<file path="src/rtl/idma_mp_cpl_join.sv">
// idma_mp_cpl_join: joins per-back-end responses of the multi-port iDMA into
// one in-order upstream response per issued request.
// Optional build macro: IDMA_MP_CPL_JOIN_OUT_REG_EN adds a spill register on
// the upstream response port (one extra cycle of latency, full throughput).
`default_nettype none

module idma_mp_cpl_join #(
    parameter int unsigned NumBEs         = 1,
    parameter int unsigned MaxOutstanding = 4,
    parameter type         idma_rsp_t     = logic
) (
    input  logic                                 clk_i,
    input  logic                                 rst_ni,
    input  logic                                 issue_valid_i,
    output logic                                 issue_ready_o,
    input  logic [NumBEs-1:0]                    issue_mask_i,
    input  idma_rsp_t [NumBEs-1:0]               idma_rsp_i,
    input  logic [NumBEs-1:0]                    idma_rsp_valid_i,
    output logic [NumBEs-1:0]                    idma_rsp_ready_o,
    output idma_rsp_t                            idma_rsp_o,
    output logic                                 idma_rsp_valid_o,
    input  logic                                 idma_rsp_ready_i,
    output logic [$clog2(MaxOutstanding+1)-1:0]  outstanding_o
);

    localparam int unsigned PtrW = (MaxOutstanding > 1) ? $clog2(MaxOutstanding) : 1;
    localparam int unsigned CntW = $clog2(MaxOutstanding + 1);
    localparam logic [PtrW-1:0] PtrLast = PtrW'(MaxOutstanding - 1);
    localparam logic [CntW-1:0] CntFull = CntW'(MaxOutstanding);

    // Pointer increment with explicit wrap so non-power-of-two depths work.
    function automatic logic [PtrW-1:0] ptr_inc(input logic [PtrW-1:0] p);
        return (p == PtrLast) ? '0 : p + PtrW'(1);
    endfunction

    logic [NumBEs-1:0] mask_mem_q [MaxOutstanding];
    logic [PtrW-1:0]   mask_wr_q;
    logic [PtrW-1:0]   mask_rd_q;
    logic [CntW-1:0]   mask_cnt_q;
    logic              mask_push;
    logic              mask_empty;
    logic [NumBEs-1:0] head_mask;

    idma_rsp_t [NumBEs-1:0] rsp_head;
    logic [NumBEs-1:0]      rsp_empty;
    logic [NumBEs-1:0]      rsp_push;
    logic [NumBEs-1:0]      rsp_pop;

    logic      join_valid;
    logic      join_ready;
    logic      join_pop;
    idma_rsp_t join_data;

    assign issue_ready_o = (mask_cnt_q != CntFull);
    assign mask_push     = issue_valid_i && issue_ready_o;
    assign mask_empty    = (mask_cnt_q == '0);
    assign head_mask     = mask_mem_q[mask_rd_q];
    assign join_pop      = join_valid && join_ready;
    assign rsp_pop       = join_pop ? head_mask : '0;

    // Mask FIFO storage; contents are don't-care while the FIFO is empty.
    always_ff @(posedge clk_i) begin
        if (mask_push) begin
            mask_mem_q[mask_wr_q] <= issue_mask_i;
        end
    end

    // Mask FIFO pointers and fill level.
    always_ff @(posedge clk_i) begin
        if (!rst_ni) begin
            mask_wr_q  <= '0;
            mask_rd_q  <= '0;
            mask_cnt_q <= '0;
        end else begin
            if (mask_push) mask_wr_q <= ptr_inc(mask_wr_q);
            if (join_pop)  mask_rd_q <= ptr_inc(mask_rd_q);
            case ({mask_push, join_pop})
                2'b10:   mask_cnt_q <= mask_cnt_q + CntW'(1);
                2'b01:   mask_cnt_q <= mask_cnt_q - CntW'(1);
                default: mask_cnt_q <= mask_cnt_q;
            endcase
        end
    end

    for (genvar g = 0; g < NumBEs; g++) begin : gen_be
        idma_rsp_t       mem_q [MaxOutstanding];
        logic [PtrW-1:0] wr_q;
        logic [PtrW-1:0] rd_q;
        logic [CntW-1:0] cnt_q;

        assign idma_rsp_ready_o[g] = (cnt_q != CntFull);
        assign rsp_push[g]         = idma_rsp_valid_i[g] && idma_rsp_ready_o[g];
        assign rsp_empty[g]        = (cnt_q == '0);
        assign rsp_head[g]         = mem_q[rd_q];

        // Per-back-end response storage.
        always_ff @(posedge clk_i) begin
            if (rsp_push[g]) begin
                mem_q[wr_q] <= idma_rsp_i[g];
            end
        end

        // Per-back-end response FIFO pointers and fill level.
        always_ff @(posedge clk_i) begin
            if (!rst_ni) begin
                wr_q  <= '0;
                rd_q  <= '0;
                cnt_q <= '0;
            end else begin
                if (rsp_push[g]) wr_q <= ptr_inc(wr_q);
                if (rsp_pop[g])  rd_q <= ptr_inc(rd_q);
                case ({rsp_push[g], rsp_pop[g]})
                    2'b10:   cnt_q <= cnt_q + CntW'(1);
                    2'b01:   cnt_q <= cnt_q - CntW'(1);
                    default: cnt_q <= cnt_q;
                endcase
            end
        end
    end

    // Head completes when every participating back-end has a buffered response.
    always_comb begin
        logic all_present;
        all_present = 1'b1;
        join_data   = '0;
        for (int unsigned i = 0; i < NumBEs; i++) begin
            if (head_mask[i] && rsp_empty[i]) all_present = 1'b0;
        end
        join_valid = !mask_empty && all_present;
        if (join_valid) begin
            for (int unsigned i = 0; i < NumBEs; i++) begin
                if (head_mask[i]) join_data = idma_rsp_t'(join_data | rsp_head[i]);
            end
        end
    end

`ifdef IDMA_MP_CPL_JOIN_OUT_REG_EN
    logic      a_full_q;
    logic      b_full_q;
    logic      a_full_d;
    logic      b_full_d;
    logic      a_fill;
    logic      a_drain;
    logic      b_fill;
    logic      b_drain;
    logic      out_valid_q;
    idma_rsp_t a_data_q;
    idma_rsp_t b_data_q;
    logic [CntW-1:0] out_cnt_q;
    logic      out_retire;

    assign join_ready = !a_full_q || !b_full_q;
    assign a_fill     = join_valid && join_ready;
    assign a_drain    = a_full_q && !b_full_q;
    assign b_fill     = a_drain && !idma_rsp_ready_i;
    assign b_drain    = b_full_q && idma_rsp_ready_i;
    assign a_full_d   = a_fill || (a_full_q && !a_drain);
    assign b_full_d   = b_fill || (b_full_q && !b_drain);

    assign idma_rsp_valid_o = out_valid_q;
    assign idma_rsp_o       = b_full_q ? b_data_q : a_data_q;
    assign out_retire       = idma_rsp_valid_o && idma_rsp_ready_i;
    assign outstanding_o    = out_cnt_q;

    // Spill register: slot b holds the older entry while upstream stalls.
    always_ff @(posedge clk_i) begin
        if (!rst_ni) begin
            a_full_q    <= 1'b0;
            b_full_q    <= 1'b0;
            out_valid_q <= 1'b0;
            a_data_q    <= '0;
            b_data_q    <= '0;
        end else begin
            a_full_q    <= a_full_d;
            b_full_q    <= b_full_d;
            out_valid_q <= a_full_d || b_full_d;
            if (a_fill) a_data_q <= join_data;
            if (b_fill) b_data_q <= a_data_q;
        end
    end

    // Requests stay counted until they leave the spill register.
    always_ff @(posedge clk_i) begin
        if (!rst_ni) begin
            out_cnt_q <= '0;
        end else begin
            case ({mask_push, out_retire})
                2'b10:   out_cnt_q <= out_cnt_q + CntW'(1);
                2'b01:   out_cnt_q <= out_cnt_q - CntW'(1);
                default: out_cnt_q <= out_cnt_q;
            endcase
        end
    end
`else
    assign join_ready       = idma_rsp_ready_i;
    assign idma_rsp_valid_o = join_valid;
    assign idma_rsp_o       = join_data;
    assign outstanding_o    = mask_cnt_q;
`endif

`ifndef SYNTHESIS
    // Issue while the mask FIFO is full is illegal.
    a_issue_full : assert property (@(posedge clk_i) disable iff (!rst_ni)
        issue_valid_i |-> issue_ready_o)
        else $error("idma_mp_cpl_join: issue while full");

    for (genvar g = 0; g < NumBEs; g++) begin : gen_chk
        logic [CntW-1:0] pend_q;

        // Requests naming this back-end minus responses already received from it.
        always_ff @(posedge clk_i) begin
            if (!rst_ni) begin
                pend_q <= '0;
            end else begin
                pend_q <= pend_q + CntW'(mask_push && issue_mask_i[g]) - CntW'(rsp_push[g]);
            end
        end

        // A response needs an unretired request that includes this back-end.
        a_rsp_orphan : assert property (@(posedge clk_i) disable iff (!rst_ni)
            rsp_push[g] |-> (pend_q != '0))
            else $error("idma_mp_cpl_join: unexpected response from back-end %0d", g);
    end
`endif

endmodule

`default_nettype wire

</file>
<file path="config.mk">
export PLATFORM = sky130hd
export DESIGN_NAME = idma_mp_cpl_join
export DESIGN_NICKNAME = d
export VERILOG_FILES = /design/src/rtl/idma_mp_cpl_join.sv
export SDC_FILE = /design/constraint.sdc
export NUM_CORES = 1
export LEC_CHECK = 0
export CAP_MARGIN = 0
export CORE_MARGIN = 3
export CORE_UTILIZATION = 25
export DETAILED_ROUTE_END_ITERATION = 12
export SETUP_SLACK_MARGIN = 0.05
export SLEW_MARGIN = 10
export SYNTH_ARGS = -nofsm -noshare
export SYNTH_HDL_FRONTEND = slang
export SYNTH_SLANG_ARGS = --single-unit
</file>
<file path="constraint.sdc">
create_clock -name clk_i -period 3.9 [get_ports clk_i]
set_clock_uncertainty 0.15 [all_clocks]
set_input_delay 0.585 -clock clk_i [delete_from_list [all_inputs] [get_ports clk_i]]
set_output_delay 0.585 -clock clk_i [all_outputs]
set_load 0.02 [all_outputs]
</file>
---- Word level (Yosys, flattened, before mapping) ----
Memories as Yosys holds them, arrays and structs flattened. A register that Yosys moved wholly into a read port is not among the register bits.
Index checks and enable logic that the tools add are counted.
storage, ports and cells
  flip-flop bits (word level) ............. 14
  memories ................................ 2
  output and inout port bits .............. 7
  bits in writable memories ............... 8
  input bits .............................. 7
  word-level logic and storage cells ...... 54
memory list
  memory           depth  bits a word  read ports  clocked after Yosys merged registers in  wr ports  line  source
  gen_be[0].mem_q  4      1            1           1                                        1         86    idma_rsp_t mem_q [MaxOutstanding];
  mask_mem_q       4      1            1           1                                        1         36    logic [NumBEs-1:0] mask_mem_q [MaxOutstanding];
operators by class
  multiplexer cells ....................... 18
  add/sub/neg operators ................... 8
  equality and inequality tests ........... 10
  reductions and logical operators ........ 10
operators with widths
  operator                                                            count
  2-bit two-way mux                                                   8
  2-bit == test, second input constant                                6
  3-bit case mux with 2 select lines                                  2
  2-bit by 1-bit adder with 2-bit output, second input constant       4
  1-bit two-way mux                                                   8
  3-bit by 1-bit adder with 3-bit output, second input constant       2
  3-bit zero test                                                     2
  3-bit inequality test, second input constant                        2
  3-bit by 1-bit subtractor with 3-bit output, second input constant  2
  1-bit logical AND                                                   5
  2-bit by 1-bit == test with 1-bit output, second input constant     2
  2-bit nonzero test                                                  2
  1-bit zero test                                                     1

---- Logic depth before layout (Yosys ltp) ----
Gate-level depths: netlist of the first run.
  depth in word-level cells ............... 8
  mapped depth ............................ 9
  gate-level depth less buffers ........... 8

---- Worst setup path before layout of the first run ----
OpenSTA, ideal clock, no wires.
  kind .................................... register -> register
  start ................................... register mask_cnt_q[2] (netlist: outstanding_o[2])
  end ..................................... register mask_cnt_q[2] (netlist: outstanding_o[2])
  library setup time ...................... 0.071 ns
  path slack .............................. 1.324 ns
  cell stages (with the launch flop) ...... 10
  arrival time ............................ 2.356 ns
  buffers on the path ..................... 1
  data required time ...................... 3.679 ns
  clock period less this slack ............ 2.576 ns
  cell sequence ........................... dfxtp_1 or3b_1 clkbuf_1 nand2_1 ha_1 inv_1 fa_1 xor2_1 or3_1 a21oi_1
on the way
  elaborated cells on any way between the ends .. 12
  those cells by class .................... add/sub (2); eq/ne (3); mux (1); reduce/logical (6)
RTL lines
  what                                                                              line  source
  start: declaration                                                                39    logic [CntW-1:0] mask_cnt_q;
  start signal: assignment                                                          78    2'b10: mask_cnt_q <= mask_cnt_q + CntW'(1);
  start signal: assignment                                                          79    2'b01: mask_cnt_q <= mask_cnt_q - CntW'(1);
  start signal: assignment                                                          80    default: mask_cnt_q <= mask_cnt_q;
  3-bit inequality test (*)                                                         54    assign issue_ready_o = (mask_cnt_q != CntFull);
  named net issue_ready_o                                                           15    output logic issue_ready_o,
  1-bit logical AND (*)                                                             55    assign mask_push = issue_valid_i && issue_ready_o;
  2-bit by 1-bit == test with 1-bit output / 2-bit == test (equally long branches)  77    case ({mask_push, join_pop})
  3-bit case mux with 2 select lines / 2-bit nonzero test (equally long branches)   n/a
Mark *: on every way through the listed nets, which the timed path passes. The rest lies on a longest branch.
A chain may end at the register's enable or synchronous reset.

==> results.toml, run 1 <==
[run_status]
status = "completed"

[yosys]
ys_types = 24
yosys_warnings = 0
muxShareOfSynthArea = 0.0661
syn_nets = 144
synth-xor-area-share = 0.0272
avgSynthCellArea_um2 = 10.5
synthAdderAreaFrac = 0.148
synthSimpleGateAreaFrac = 0.155
synth_top_family_by_area = "simple AND/OR/NAND/NOR gates"
syn-instance-count = 123
synth_area_um2 = 1290
synth_seq_area_share = 0.466
synth_compound_area_frac = 0.0816
ys_seq_elements = 26

[grt]
antenna_found_initial = 0
grt_max_degree = 15
grt_usage = 0.0771
grt_overflow = 0
grt_pass1_vias = 766
grt_pass1_wl_mm = 3.62

[cts]
clockRootBuffer = "clkbuf_8"
cts_tree = "built"
cts.sinks = 26
cts_buffer_depth = 2
clkSlewWorstSetupHoldPaths_ns = 0.09
hold_buffers = 0
h-tree-depth = 1
cts_buffers = 3
clock_latency_ns = 0.27
cts_resized = 0
post_cts_buffers = 0

[power_and_ir_drop]
power.switching_w = 0.000275
p_comb_frac = 0.349
clockPowerShare = 0.212
seq_power_share = 0.439
p_leak_nw = 0.602
p_int_w = 0.000549
swShare = 0.333
powerDensity_nw_per_um2 = 539
vdd_drop_max_mv = 0.188

[setup_path]
cp_max_fo = 4
r2r_setup_slack_ns = 1.31
critPathArrivalTime_ns = 1.92
cp-start-kind = "register"
critPathCaptureType = "output port"
worstPathRequired_ns = 3.16
worstSetupPathType = "register to output port"

[min_path]
hold_class = "register to register"

[finish]
layout_common_cells = "dfxtp_1, clkdlybuf4s50_1, ha_1, inv_1"
final_cells = 201
nets = 156
final_core_util = 0.315
layout.cells.most_common = "dfxtp_1"
layout-drive-gt1-share = 0.0522
seqCellArea_um2 = 601
antennaDiodeCount = 0
multi_input_area_um2 = 616
syn2layout_area_growth_pct = 18.6
final_area_um2 = 1530
fillers = 498

[detailed_routing]
firstDrtPassIters = 4
drt_iter0_markers = 10
met1Wirelength_mm = 1.08
route.detailed.drc = 0
top_layer = "met4"
postRouteAntennaNets = 0
wl_met2_um = 912
vias = 837
via_per_inst = 4.16
wl_met3_um = 89
drt_wl_total_mm = 2.12
wl_per_cell_um = 10.6

[sta]
setup_viol_count_final = 0
drv_slew = 0
fmax_mhz = 376
hold_slack_ns = 0.346
min_period_over_period = 0.681
slew_headroom = 0.677
rsz0062_at_grt = "false"
hold_viol_final = 0
fin_crit_ns = 2.66
setup_tns_ns = 0
worst_pin_slew_ns = 0.481

[die]
initial_core_util = 0.266
rows = 25
die_area_um2 = 6050
die_x_um = 77.8
core_area_um2 = 4850
num_io_pins = 14
fp.dieH_um = 77.8

[run]
cap_violations = 0

[place]
post-place-cells = 197
dpl_cell_area_um2 = 1470
hpwlAfterDp_mm = 1.59
port-buffer-count = 13
place.gp.congestion = 0.710
## metrics by stage
stage               setup WS [ns]  total power (W)
global placement             1.01         0.000653
detailed placement          0.986         0.000656
floorplan                    1.32         0.000566
finish                       1.24         0.000823
global route                 1.13         0.000886
CTS                          1.23         0.000834
## routing by layer
layer,vias to the layer above,track usage
met5,-,0
met4,0,0.0480
met3,4,0.0220
met2,11,0.113
met1,382,0.0989
li1,440,-
## path summary, 6_finish.rpt
check | startpoint | endpoint | depth (start not counted)
max | mask_mem_q[3] | idma_rsp_valid_o | 3
min | gen_be[0].rd_q[1] | gen_be[0].rd_q[1] | 2
max reg2reg | mask_mem_q[3] | outstanding_o[2] | 8
min reg2reg | gen_be[0].rd_q[1] | gen_be[0].rd_q[1] | 2
## final cells by class
class	count	share of cell area
Clock buffer	4	0.0361
Multi-Input combinational cell	80	0.403
Inverter	11	0.0270
Tap cell	67	0.0549
Sequential cell	26	0.393
Timing Repair Buffer	13	0.0852
## cell usage after synthesis
master	count	area, um2
buf_6	1	11.3
mux4_2	2	45.0
fa_1	2	40.0
a21boi_2	1	11.3
or3_1	4	25.0
inv_1	11	41.3
nor2_1	8	30.0
dfxtp_1	18	360
edfxtp_1	8	240
ha_1	12	150
a21o_1	4	30.0
xor2_1	4	35.0
buf_1	2	7.51
a21oi_1	9	45.0
nand3_1	4	20.0
and3b_1	1	8.76
and3_1	8	50.1
or3b_1	2	17.5
o31a_1	1	8.76
clkbuf_1	3	11.3
nand2_1	9	33.8
o21ai_0	2	10.0
mux2i_1	4	40.0
nor3_1	3	15.0
## worst max-delay path, stage by stage, from the launching register on
cell	delay [ns]
edfxtp_1	0.36
mux4_2	0.53
a21oi_1	0.15
clkdlybuf4s50_1	0.61
## cells by family after synthesis
family | after synthesis
and+or+nand+nor | 39
DFF | 26
AOI/OAI and AO/OA | 17
buffers and inverters | 17
adders and majority gates | 14
muxes | 6
xor gates and xnor gates | 4
## power groups by stage
stage | Combinational [W] | Sequential (W) | Clock, W
detailed placement | 0.000288 | 0.000368 | 0
floorplan | 0.000191 | 0.000375 | 0
finish | 0.000288 | 0.000361 | 0.000175
global route | 0.000322 | 0.000370 | 0.000194
global placement | 0.000285 | 0.000368 | 0
CTS | 0.000290 | 0.000362 | 0.000182
(Power assumes the default switching activity.)
==> run 2, diff against run 1 <==
Clock period 3.9 ns to 2.4 ns, I/O delays scaled along.
==> run 2 against run 1 <==
  * Clock power rose by 38%
  * Hold slack got worse by 0.0055 ns
  * Sequential share of layout area fell by 2.1 points
  * Count of clock-buffer cells in the layout fell by 1
  * Global-route usage rose by 0.10 points
  * Largest cell class unchanged
  * Largest power group unchanged
==> results.toml, run 2 (synthesis results as in run 1) <==
[cts]
clkSlewWorstSetupHoldPaths_ns = 0.09
h-tree-depth = 1
hold_buffers = 0
cts_buffer_depth = 2
clockRootBuffer = "clkbuf_8"
cts_tree = "built"
clock_latency_ns = 0.27
cts.sinks = 26
cts_buffers = 3

[run_status]
status = "completed"

[die]
initial_core_util = 0.266
die_area_um2 = 6050
die_x_um = 77.8
num_io_pins = 14
fp.dieH_um = 77.8
rows = 25
core_area_um2 = 4850

[setup_path]
crit_cells = 8
worstSetupPathType = "register to register"
critPathCaptureType = "register"
r2r_setup_slack_ns = 0.02
crit_start = "mask_mem_q[2]"
cp-start-kind = "register"
path_buf_inv = 1
cpMaxStageDelayCell = "mux4_2"
rr_worst_depth = 8
cp_max_fo = 2
crit_chain = "mux4_2, a21boi_2, ha_2, inv_2, fa_2, xor2_1, or3_1, a21oi_1"
critPathArrivalTime_ns = 2.43
cp_top_family = "adder cells"
r2r_start = "mask_mem_q[2]"
worstPathRequired_ns = 2.45
critPathMaxStageDelay_ns = 0.50
critical_path.endpoint = "outstanding_o[2]"
timing.rr.end = "outstanding_o[2]"

[detailed_routing]
route.detailed.drc = 0
drt_wl_total_mm = 2.09
drt_iter0_markers = 26
wl_per_cell_um = 9.86
postRouteAntennaNets = 0
via_per_inst = 4.02
vias = 853
firstDrtPassIters = 4

[sta]
rsz0062_at_grt = "true"
drv_slew = 0
slew_headroom = 0.731
hold_slack_ns = 0.341
setup_viol_count_final = 0
min_period_over_period = 0.994
hold_viol_final = 0
fin_crit_ns = 2.38
worst_pin_slew_ns = 0.402
fmax_mhz = 419
fin_ws_ns = 0.0150

[finish]
seqCellArea_um2 = 603
multi_input_area_um2 = 628
final_cells = 212
syn2layout_area_growth_pct = 25.8
layout-drive-gt1-share = 0.179
nets = 168
layout.cells.most_common = "dfxtp_1"
antennaDiodeCount = 0
fillers = 492
layout_common_cells = "dfxtp_1, buf_4, inv_1, ha_1, clkdlybuf4s50_1"
final_core_util = 0.334

[place]
port-buffer-count = 13
post-place-cells = 207
dpl_worst_slack_ns = -0.171
place.gp.congestion = 0.756
hpwlAfterDp_mm = 1.58

[min_path]
whs_path_depth = 2
hold_class = "register to register"

[grt]
grt_usage = 0.0781
grt_max_degree = 14
grt_overflow = 0
antenna_found_initial = 0
grt_pass1_wl_mm = 3.81
grt_pass1_vias = 842

[power_and_ir_drop]
powerDensity_nw_per_um2 = 844
vdd_drop_max_mv = 0.308
p_leak_nw = 0.658

[run]
cap_violations = 0
==> run 2: cell count changes in the layout (fill, tap and decap cells not counted), moves of 2 or more <==
cell,previous run,this run
buf_4,0,12
clkdlybuf4s50_1,13,10
dfxtp_1,18,16
dfxtp_2,0,2
fa_1,2,0
fa_2,0,2
ha_1,12,10
ha_2,0,2
==> run 2: worst min-delay path by stage <==
stage | startpoint | to | slack [ns]
2_1_floorplan | mask_rd_q[1] | register | 0.30
3_3_place_gp | gen_be[0].rd_q[1] | register | 0.33
3_5_place_dp | mask_rd_q[1] | register | 0.34
4_1_cts | mask_rd_q[1] | mask_rd_q[1] | 0.35
5_1_grt | gen_be[0].rd_q[0] | register | 0.38
6_report | gen_be[0].rd_q[1] | gen_be[0].rd_q[1] | 0.34
==> run 2: metrics by stage <==
step / TNS (ns) / total power, W / instance area (um2)
finish: 0 / 0.00137 / 1620
floorplan: -0.0208 / 0.000928 / 1300
global placement: -0.222 / 0.00112 / 1550
global route: -0.186 / 0.00148 / 1620
detailed placement: -0.283 / 0.00112 / 1550
CTS: -0.0113 / 0.00138 / 1610
==> run 2: layer usage <==
| layer | track usage | wire [um] |
|---|---|---|
| met1 | 0.106 | 1120 |
| met2 | 0.110 | 876 |
| met3 | 0.0255 | 76 |
| met4 | 0.0391 | 22 |
| met5 | 0 | 0 |
==> run 2: power by group <==
part           switching (W)  total [W]  leakage, nW  internal (W)
Sequential         0.0000637   0.000591        0.221      0.000528
Combinational       0.000260   0.000533        0.415      0.000272
Clock               0.000130   0.000242       0.0216      0.000112
Total               0.000454    0.00137        0.658      0.000912
==> run 2: worst min-delay path: cells and delay by family, from the launching register on <==
family / cells / cell delay, ns
multiplexers: 1 / 0.07
AND/OR/NAND/NOR: 1 / 0.05
flip-flops: 1 / 0.32
==> run 2: timing repair <==
| item | in CTS | in global routing |
|---|---|---|
| cloned | 0 | 0 |
| pin swaps | 1 | 1 |
| setup buffers | 2 | 0 |
| setup endpoints to repair | 4 | 6 |
| resized for setup | 6 | 3 |
==> run 2: area by class of cell <==
| type | instances | share of cell area |
|---|---|---|
| sequential | 26 | 0.372 |
| timing repair buffer | 25 | 0.137 |
| multi-input combinational | 80 | 0.388 |
| tap | 67 | 0.0518 |
| clock buffer | 3 | 0.0255 |
| inverter | 11 | 0.0255 |
==> run 3, diff against run 2 <==
Settings changed: ABC_AREA set to 0, ABC_CLOCK_PERIOD_IN_PS set to 2400.
==> results of run 3 <==
Same layout as run 2: the final DEF is identical, and so are final timing and power.
